$ cat config.mk
export PLATFORM = sky130hd
export DESIGN_NAME = press_count_display
export DESIGN_NICKNAME = d
export VERILOG_FILES = /design/src/rtl/press_count_display.sv
export SDC_FILE = /design/constraint.sdc
export NUM_CORES = 1
export LEC_CHECK = 0
export CAP_MARGIN = 20
export CORE_MARGIN = 2
export CORE_UTILIZATION = 23
export DETAILED_ROUTE_END_ITERATION = 10
export GPL_ROUTABILITY_DRIVEN = 0
export SYNTH_ARGS = -nofsm -noshare
export SYNTH_HDL_FRONTEND = slang
export SYNTH_SLANG_ARGS = --single-unit
$ cat constraint.sdc
create_clock -name clk -period 4.66 [get_ports clk]
set_input_delay 1.398 -clock clk [delete_from_list [all_inputs] [get_ports clk]]
set_output_delay 1.398 -clock clk [all_outputs]
set_load 0.005 [all_outputs]
$ cat src/rtl/press_count_display.sv
// rtl/press_count_display.sv - BCD press counter with multiplexed seven-segment display
module press_count_display #(
   parameter int DIGITS       = 4,
   parameter int REFRESH_BITS = 16,
   parameter bit ACTIVE_LOW   = 1'b1
) (
   input  logic                  clk,
   input  logic                  reset,
   input  logic                  inc,
   input  logic                  dec,
   input  logic                  clr,
   output logic [4*DIGITS-1:0]   count_bcd,
   output logic                  wrap,
   output logic [6:0]            seg,
   output logic                  dp,
   output logic [DIGITS-1:0]     an
);

   localparam int   IDX_W = (DIGITS > 1) ? $clog2(DIGITS) : 1;
   localparam logic OFF   = ACTIVE_LOW ? 1'b1 : 1'b0;

   logic [REFRESH_BITS-1:0] prescaler;
   logic [IDX_W-1:0]        idx;
   logic [4*DIGITS-1:0]     nxt_count;
   logic                    nxt_wrap;
   logic                    carry;
   logic [3:0]              d;
   logic [DIGITS-1:0]       blank_mask;
   logic                    zero_above;
   logic [3:0]              cur_digit;
   logic [6:0]              seg_hi;
   logic [DIGITS-1:0]       an_hi;

   function automatic logic [6:0] seg_decode(input logic [3:0] v);
      case (v)
         4'd0:    seg_decode = 7'h3F;
         4'd1:    seg_decode = 7'h06;
         4'd2:    seg_decode = 7'h5B;
         4'd3:    seg_decode = 7'h4F;
         4'd4:    seg_decode = 7'h66;
         4'd5:    seg_decode = 7'h6D;
         4'd6:    seg_decode = 7'h7D;
         4'd7:    seg_decode = 7'h07;
         4'd8:    seg_decode = 7'h7F;
         4'd9:    seg_decode = 7'h6F;
         default: seg_decode = 7'h00;
      endcase
   endfunction

   // Ripple carry/borrow; a carry out of the top digit is the wrap.
   always_comb begin
      nxt_count = count_bcd;
      nxt_wrap  = 1'b0;
      carry     = 1'b1;
      d         = 4'd0;
      if (clr) begin
         nxt_count = '0;
      end else if (inc && !dec) begin
         for (int i = 0; i < DIGITS; i++) begin
            d = count_bcd[4*i +: 4];
            if (carry) begin
               if (d == 4'd9) begin
                  nxt_count[4*i +: 4] = 4'd0;
               end else begin
                  nxt_count[4*i +: 4] = d + 4'd1;
                  carry = 1'b0;
               end
            end
         end
         nxt_wrap = carry;
      end else if (dec && !inc) begin
         for (int i = 0; i < DIGITS; i++) begin
            d = count_bcd[4*i +: 4];
            if (carry) begin
               if (d == 4'd0) begin
                  nxt_count[4*i +: 4] = 4'd9;
               end else begin
                  nxt_count[4*i +: 4] = d - 4'd1;
                  carry = 1'b0;
               end
            end
         end
         nxt_wrap = carry;
      end
   end

   // Digit i>0 is blank when it and every digit above it are zero.
   always_comb begin
      blank_mask = '0;
      zero_above = 1'b1;
      for (int i = DIGITS - 1; i >= 1; i--) begin
         zero_above    = zero_above && (count_bcd[4*i +: 4] == 4'd0);
         blank_mask[i] = zero_above;
      end
      cur_digit = count_bcd[4*idx +: 4];
      seg_hi    = blank_mask[idx] ? 7'h00 : seg_decode(cur_digit);
      an_hi     = DIGITS'(1) << idx;
   end

   always_ff @(posedge clk or posedge reset) begin
      if (reset) begin
         count_bcd <= '0;
         wrap      <= 1'b0;
         prescaler <= '0;
         idx       <= '0;
         seg       <= {7{OFF}};
         dp        <= OFF;
         an        <= {DIGITS{OFF}};
      end else begin
         count_bcd <= nxt_count;
         wrap      <= nxt_wrap;
         prescaler <= prescaler + 1'b1;
         if (&prescaler) begin
            if (idx == IDX_W'(DIGITS - 1))
               idx <= '0;
            else
               idx <= idx + 1'b1;
         end
         seg <= ACTIVE_LOW ? ~seg_hi : seg_hi;
         dp  <= OFF;
         an  <= ACTIVE_LOW ? ~an_hi : an_hi;
      end
   end

endmodule
==> impl_results.md, run 1 <==
- Max Slew Vio Count: 0
- Initial core utilization: 23.5%
- Sequential area share after synthesis: 37.5%
- Rows: 42
- CP endpoint kind: flip-flop
- Power density cells: 403 nW/um^2
- Mapped Cells: 321
- Skew-Pair Late Insertion Delay: 0.29 ns
- Proportion of layout cells with a drive suffix above 1: 11.1%
- Core ar.: 13200 um^2
- Remaining Overflow, GRT: 0
- Warnings from Yosys: 0
- Clock slew at reported path FFs: 0.07 ns
- Dominant synthesized flop cell: dfrtp_1
- # hold bufs at CTS: 0
- Max clock buf depth: 2
- Number of setup violations in the final report: 0
- PnR worst setup slack: 1.27 ns
- Vias: 2509
- HP Class: reg2reg
- CTS tree: yes
- Wirelength, routed: 7.34 mm
- Most frequent cells in the layout: 35 x dfrtp_1, 32 x clkdlybuf4s50_1, 27 x inv_1, 23 x ha_1
- CTS buffer count: 5
- Multiplexer area fraction after synthesis: 5.97%
- Period utilization: 72.8%
- R2R setup slack: 2.30 ns
- EDFF count, synth: 0
- Number of setup buffers added after CTS: 0
- Post-DP HPWL: 5.29 mm
- Final Hold Viols: 0
- Die ar.: 14400 um^2
- Vias in the first global route: 2442
- Max frequency: 295 MHz
- Pre-CTS setup slack: 1.01 ns
- Synth Area in XOR/XNOR: 3.95%
- GR Util All Layers: 10.6%
- H-tree depth: 2
- Pre-antenna DRT Iters: 5
- Post-Synth Simple-Gate Area: 19.2%
- Yosys cell types: 68
- Setup TNS: 0 ns
- Relative slew slack: 47.3%
- CTS root buf: clkbuf_16
- Largest net degree at the start of global routing: 47
- Total of max-cap violations: 0
- Main combinational cell family by area after synthesis: simple AND/OR/NAND/NOR gates
- WP data arrival: 3.55 ns
- Post-synth ARST share: 100%
- Die W: 120 um
- Peak VDD IR: 0.000131 V
- I/O Buffers: 32
- R2R cell count: 6
- Num Clock Sinks: 46
- Layout area overhead: 19.8%
- Crit path required time: 4.82 ns
- Synth Net Count: 349
- Fin Hold WS: 0.448 ns
- DRC viols: 0
- Initial antenna violation count: 0
- DIE HEIGHT: 120 um
- Leakage Power: 1.49 nW
- IO Pins: 34
- Netlist Area Pre-Place: 3100 um^2
- Synth Area in Adders: 9.27%
- #FFs+latches synth: 46
- Critical path class: in2reg
- Mean Syn Cell Area: 9.67 um^2
- Total Power: 1.50 mW
- Routed Antenna Nets: 0
- Iter 0 DRT Violations: 219
- Hold Path Stages: 1
- RSZ-0062 raised after global routing: no
- Cts repair resizes: 0
- Final nets: 370
- CP max FO: 13
- DR WL/cell: 14.1 um
- Post-DR vias/cell: 4.83
- Critical Path Source Type: input port
- Worst slew pin tran: 0.789 ns
- Compound-Gate Fraction of Synth Area: 17.6%
- First-pass GRT wire length: 12.3 mm
- Setup Skew: 0.00406 ns
- Commonest non-fill, non-tap cell in the layout: dfrtp_1
- # diodes: 0
- Tmin final: 3.39 ns
- Status: finished clean
## layout make-up
type	count	area, um^2
multi-input combinational	228	1740
fill	1347	9470
clock buffer	5	125
sequential	46	1160
tap	176	220
timing repair buffer	33	340
clock inverter	3	21.3
inverter	28	105
## per-layer routing
| metal | GRT usage [%] | vias to the layer above | share of wire [%] |
|---|---|---|---|
| li1 | - | 1208 | - |
| met1 | 14.1 | 1201 | 45 |
| met2 | 17.0 | 96 | 46 |
| met3 | 2.26 | 4 | 8.6 |
| met4 | 3.46 | 0 | 0.72 |
| met5 | 0 | - | 0 |
## report_power, final
| group | switching (mW) | internal, mW |
|---|---|---|
| sequential | 0.139 | 0.457 |
| clock | 0.156 | 0.199 |
| combinational | 0.266 | 0.283 |
## flip-flops by register name, summed over array words and instances (netlist names)
signal	flops
wrap	1
an	4
count_bcd	16
idx	2
seg	7
prescaler	16
## logic make-up (layout without fill, tap and decap cells)
logic type	after synthesis	count (layout)
DFF	46	46
buffers and inverters	47	69
muxes	13	13
and+or+nand+nor	97	97
adders and majority gates	23	23
other	1	1
xor gates and xnor gates	14	14
AOI/OAI and AO/OA	80	80
## stage by stage
stage,utilization [%],cells,cell area (um^2)
3_5_place_dp,26.9,510,3550
6_report,28.2,519,3720
4_1_cts,28.0,518,3700
2_1_floorplan,-,321,3100
3_3_place_gp,26.9,510,3550
5_1_grt,28.2,519,3720
## critical path, stage by stage
cell and delay, ns:
clkdlybuf4s50_1 0.74, nor2b_1 0.53, nand4_1 0.35, a221oi_1 0.41
mux2i_1 0.13
## cells in the mapped netlist, drive strengths merged, types with 5 or more instances
master / instances / area share (%)
xnor2: 11 / 3.1
and3: 5 / 1.0
dfrtp: 35 / 28
nand4: 5 / 1.0
a21oi: 16 / 2.6
a211oi: 5 / 1.4
mux2i: 5 / 1.6
clkbuf: 10 / 1.2
dfstp: 11 / 9.3
a31oi: 5 / 1.0
nor3b: 5 / 1.7
buf: 9 / 1.7
ha: 23 / 9.3
a221oi: 7 / 2.0
o21ai: 16 / 2.6
nor3: 7 / 1.3
inv: 28 / 3.4
nand3: 12 / 1.9
nor2: 16 / 1.9
nand2: 11 / 1.3
## path summary, 6_finish.rpt
path,from,endpoint
max in group asynchronous,reset,seg[2]$_DFF_PP1_
worst min register to register,prescaler[0]$_DFF_PP0_,prescaler[0]$_DFF_PP0_
worst max register to register,count_bcd[8]$_DFFE_PP0P_,count_bcd[14]$_DFFE_PP0P_
worst max-delay path,dec,count_bcd[14]$_DFFE_PP0P_
worst min-delay path,prescaler[0]$_DFF_PP0_,prescaler[0]$_DFF_PP0_
min in group asynchronous,reset,prescaler[6]$_DFF_PP0_
Note: power is estimated with default switching activity, not from simulation.
==> run 2, diff against run 1 <==
==> constraint.sdc (replaced) <==
create_clock -name clk -period 2.9 [get_ports clk]
set_input_delay 0.87 -clock clk [delete_from_list [all_inputs] [get_ports clk]]
set_output_delay 0.87 -clock clk [all_outputs]
set_load 0.005 [all_outputs]
==> impl_results.md, run 2 (synthesized netlist as in run 1, its figures left out) <==
- Status: finished clean
- Final Cell Area: 3820 um^2 (+2.6%)
- Number of setup buffers added after CTS: 0 (unchanged)
- Layout Utilization: 28.9% (+0.73 points)
- Vias in the first global route: 2519 (+3.2%)
- Total Power: 2.42 mW (+61%)
- # diodes: 0 (unchanged)
- Worst slew pin tran: 0.775 ns (-0.0140 ns)
- Largest net degree at the start of global routing: 21 (-55%)
- Max frequency: 419 MHz
- Critical-path top delay cell: clkdlybuf4s50_1
- Placed cell area: 3670 um^2 (+3.4%)
- Setup TNS: 0 ns (unchanged)
- Setup Skew: 0.00771 ns (+0.00365 ns)
- GR Util All Layers: 10.8% (+0.27 points)
- CP max FO: 8 (-5)
- Max clock buf depth: 2 (unchanged)
- HP Class: reg2reg
- Num Clock Sinks: 46 (unchanged)
- Rows: 42 (unchanged)
- Core ar.: 13200 um^2 (unchanged)
- Final Hold Viols: 0 (unchanged)
- WP data arrival: 2.55 ns (-1.00 ns)
- Relative slew slack: 48.2% (+0.94 points)
- FF/Latch Area: 1160 um^2 (unchanged)
- CTS buffer count: 5 (unchanged)
- Pre-antenna DRT Iters: 5 (unchanged)
- Critical path's largest stage delay: 0.49 ns (-0.25 ns)
- Final std cells w/o fill: 534 (+2.9%)
- DR WL/cell: 13.9 um (-1.5%)
- DIE HEIGHT: 120 um (unchanged)
- IO Pins: 34 (unchanged)
- Tmin final: 2.39 ns
- Routed Antenna Nets: 0 (unchanged)
- Multi-input gate area: 1740 um^2 (unchanged)
- CTS root buf: clkbuf_16
- Critical path class: in2reg
- Die ar.: 14400 um^2 (unchanged)
- Biggest regs: count_bcd x16, prescaler x16, seg x7
- First-pass GRT wire length: 12.7 mm (+2.8%)
- Total of max-cap violations: 0 (unchanged)
- Post-DP HPWL: 5.53 mm (+4.7%)
- Crit-path cells: clkdlybuf4s50_1, nor2b_1, buf_4, a211oi_2, a21o_1, mux2_1
- Commonest non-fill, non-tap cell in the layout: dfrtp_1
- Placed insts: 526 (+3.1%)
- CP endpoint kind: flip-flop
- Period utilization: 82.3%
- # hold bufs at CTS: 0 (unchanged)
- Layout area overhead: 22.9%
- Die W: 120 um (unchanged)
- Most frequent cells in the layout: 35 x dfrtp_1, 32 x clkdlybuf4s50_1, 27 x inv_1, 23 x ha_1
- Peak VDD IR: 0.000250 V (+91%)
- Number of setup violations in the final report: 0 (unchanged)
- Clock slew at reported path FFs: 0.06 ns (about the same)
- Crit path required time: 3.07 ns (-1.75 ns)
- Leakage Power: 1.56 nW (+4.7%)
- CP delay by family, top: buffers and inverters
- H-tree depth: 2 (unchanged)
- CTS tree: yes
- Critical Path Source Type: input port
- Power density cells: 633 nW/um^2 (+57%)
- Final nets: 385 (+4.1%)
- Remaining Overflow, GRT: 0 (unchanged)
- Wirelength, routed: 7.44 mm (+1.4%)
- Cts repair resizes: 0 (unchanged)
- Skew-Pair Late Insertion Delay: 0.28 ns (about the same)
- Initial antenna violation count: 0 (unchanged)
- Initial core utilization: 23.5% (unchanged)
- Vias: 2641 (+5.3%)
- RSZ-0062 raised after global routing: no
- Proportion of layout cells with a drive suffix above 1: 14.5% (+3.4 points)
- DRC viols: 0 (unchanged)
- Buffers and inverters on the worst path: 2 (+1)
- I/O Buffers: 32 (unchanged)
- Fill count: 1348 (+0.074%)
- Post-DR vias/cell: 4.95 (+2.3%)
- Max Slew Vio Count: 0 (unchanged)
- Iter 0 DRT Violations: 195 (-11%)
## run 2: through the flow
step	setup WS (ns)	hold slack [ns]
after detailed placement	0.230	0.443
final	0.514	0.448
after CTS	0.523	0.453
after global placement	0.277	0.439
after global routing	0.375	0.470
after floorplan	0.807	0.422
## run 2: layout make-up
cell class                      count  area share, %
Inverter                           28           2.75
Multi-Input combinational cell    228           45.7
Timing Repair Buffer               48           11.5
Clock buffer                        6           3.38
Clock inverter                      2          0.361
Tap cell                          176           5.77
Sequential cell                    46           30.5
## run 2: per-layer routing
layer / part of all wire [%] / vias up / GRT usage (%)
met5: 0 / - / 0
met3: 8.1 / 12 / 2.92
li1: - / 1238 / -
met1: 45 / 1272 / 14.6
met2: 46 / 119 / 16.7
met4: 1.8 / 0 / 3.82
## run 2: worst paths after layout
check | cells past startpoint | end | start | slack [ns]
setup / recovery | 6 | count_bcd[9]$_DFFE_PP0P_ | dec | 0.51
hold / removal | 1 | prescaler[0]$_DFF_PP0_ | prescaler[0]$_DFF_PP0_ | 0.45
setup reg to reg | 6 | count_bcd[15]$_DFFE_PP0P_ | count_bcd[8]$_DFFE_PP0P_ | 0.56
hold reg to reg | 1 | prescaler[0]$_DFF_PP0_ | prescaler[0]$_DFF_PP0_ | 0.45
max in group asynchronous | 3 | seg[5]$_DFF_PP1_ | reset | 1.35
min in group asynchronous | 2 | prescaler[7]$_DFF_PP0_ | reset | 0.91
## run 2: where the power goes
part	internal, mW	total [mW]	leakage (nW)	switching [mW]
Sequential	0.735	0.936	0.576	0.201
Combinational	0.473	0.920	0.915	0.447
Clock	0.320	0.559	0.0708	0.239
==> run 3, diff against run 2 <==
==> constraint.sdc (replaced) <==
create_clock -name clk -period 2 [get_ports clk]
set_input_delay 0.6 -clock clk [delete_from_list [all_inputs] [get_ports clk]]
set_output_delay 0.6 -clock clk [all_outputs]
set_load 0.005 [all_outputs]
==> impl_results.md, run 3 (synthesized netlist as in run 1, its figures left out) <==
- Skew-Pair Late Insertion Delay: 0.29 ns (about the same)
- Post-DR vias/cell: 4.86 (-1.8%)
- WP data arrival: 1.37 ns (-1.18 ns)
- Die ar.: 14400 um^2 (unchanged)
- Biggest regs: count_bcd x16, prescaler x16, seg x7
- Critical path class: reg2out
- R2R cell count: 7 (+1)
- DRC viols: 0 (unchanged)
- Vias: 2798 (+5.9%)
- RSZ-0062 raised after global routing: yes
- CP max FO: 9 (+1)
- Rows: 42 (unchanged)
- CTS buffer count: 5 (unchanged)
- Setup Skew: 0.00826 ns (+0.000556 ns)
- CP endpoint kind: primary output
- # hold bufs at CTS: 0 (unchanged)
- Fin Hold WS: 0.453 ns (+0.00577 ns)
- Initial antenna violation count: 0 (unchanged)
- Num Clock Sinks: 46 (unchanged)
- Number of setup violations in the final report: 0 (unchanged)
- # diodes: 0 (unchanged)
- Placed cell area: 3960 um^2 (+7.8%)
- Remaining Overflow, GRT: 0 (unchanged)
- Pre-CTS setup slack: -0.393 ns (-0.623 ns)
- Power density cells: 960 nW/um^2 (+52%)
- Relative slew slack: 64.8% (+17 points)
- Proportion of layout cells with a drive suffix above 1: 26.8% (+12 points)
- Largest net degree at the start of global routing: 28 (+33%)
- GR Util All Layers: 12.0% (+1.1 points)
- Final Cell Area: 4210 um^2 (+10%)
- Fill count: 1317 (-2.3%)
- Routed Antenna Nets: 0 (unchanged)
- Final nets: 427 (+11%)
- DIE HEIGHT: 120 um (unchanged)
- Core ar.: 13200 um^2 (unchanged)
- DR WL/cell: 14.4 um (+3.3%)
- Max Slew Vio Count: 0 (unchanged)
- I/O Buffers: 32 (unchanged)
- Commonest non-fill, non-tap cell in the layout: buf_4
- Max clock buf depth: 2 (unchanged)
- Critical Path Source Type: flip-flop
- Vias in the first global route: 2804 (+11%)
- CTS root buf: clkbuf_16
- Wirelength, routed: 8.29 mm (+11%)
- CTS tree: yes
- Clock slew at reported path FFs: 0.07 ns (about the same)
- Total of max-cap violations: 0 (unchanged)
- Tmin final: 1.97 ns
- H-tree depth: 2 (unchanged)
- IO Pins: 34 (unchanged)
- Period utilization: 98.4%
- HP Class: reg2reg
- First-pass GRT wire length: 14.1 mm (+11%)
- Leakage Power: 1.80 nW (+15%)
- Most frequent cells in the layout: 55 x buf_4, 29 x clkdlybuf4s50_1, 28 x dfrtp_1, 27 x inv_1, 21 x ha_1
- Initial core utilization: 23.5% (unchanged)
- Iter 0 DRT Violations: 248 (+27%)
- Status: finished clean
- PnR worst setup slack: 0.0325 ns (-0.482 ns)
- Max frequency: 508 MHz
- Post-DP HPWL: 6.27 mm (+13%)
- Final Hold Viols: 0 (unchanged)
- Pre-antenna DRT Iters: 5 (unchanged)
- Crit path required time: 1.40 ns (-1.67 ns)
- Peak VDD IR: 0.000460 V (+84%)
- Die W: 120 um (unchanged)
- Worst slew pin tran: 0.523 ns (-0.252 ns)
- Hold Path Stages: 1 (unchanged)
- Layout area overhead: 35.7%
[run 3: changes by cell type in the layout (fill, tap and decap cells not counted), moves of 2 or more]
| cell | previous run | this run |
|---|---|---|
| buf_4 | 16 | 55 |
| dfrtp_1 | 35 | 28 |
| dfrtp_2 | 0 | 7 |
| buf_6 | 0 | 3 |
| clkdlybuf4s50_1 | 32 | 29 |
| dlygate4sd2_1 | 0 | 2 |
| ha_1 | 23 | 21 |
[run 3: report_power, final]
group,leakage (nW),switching [mW],internal (mW),total [mW]
sequential,0.565,0.187,1.07,1.26
combinational,1.16,0.870,0.964,1.83
clock,0.0771,0.354,0.590,0.945
total,1.80,1.41,2.63,4.04
[run 3: final cells by class]
type	count	area (um^2)	area share (%)
Inverter	28	105	2.50
Clock buffer	6	129	3.06
Multi-Input combinational cell	228	1780	42.2
Clock inverter	2	37.5	0.891
Tap cell	176	220	5.23
Sequential cell	46	1170	27.9
Timing Repair Buffer	90	767	18.2
[run 3: stage by stage]
| stage | std cells | TNS (ns) | util (%) | total power [mW] |
|---|---|---|---|---|
| after floorplan | 321 | 0 | - | 2.12 |
| after global placement | 564 | -3.08 | 30.0 | 2.97 |
| after detailed placement | 564 | -3.70 | 30.0 | 3.00 |
| after CTS | 574 | -0.0645 | 31.4 | 3.97 |
| after global routing | 576 | -0.00191 | 31.9 | 4.30 |
| final | 576 | 0 | 31.9 | 4.04 |
[run 3: repair_timing]
item / in CTS / in global routing
pin swaps: 0 / 1
gates cloned: 0 / 0
setup endpoints to repair: 9 / 18
resized for setup: 4 / 17
buffers inserted: 2 / 2
[run 3: path summary, 6_finish.rpt]
path,start,endpoint,slack (ns)
setup / recovery,count_bcd[0]$_DFFE_PP0P_,count_bcd[0],0.03
hold / removal,prescaler[0]$_DFF_PP0_,prescaler[0]$_DFF_PP0_,0.45
setup reg to reg,count_bcd[0]$_DFFE_PP0P_,count_bcd[6]$_DFFE_PP0P_,0.09
hold reg to reg,prescaler[0]$_DFF_PP0_,prescaler[0]$_DFF_PP0_,0.45
max in group asynchronous,reset,count_bcd[3]$_DFFE_PP0P_,0.95
min in group asynchronous,reset,prescaler[13]$_DFF_PP0_,0.68
[run 3: layer usage]
metal	GRT usage, %	routed length, um	vias up
met5	0	0	-
met4	3.97	180	0
met3	2.22	581	18
met2	19.1	3750	125
met1	16.4	3770	1330
li1	-	-	1325
[run 3: critical path: stages, from the launching register on]
cell	delay [ns]
dfrtp_1	0.42
buf_6	0.16
clkdlybuf4s50_1	0.50
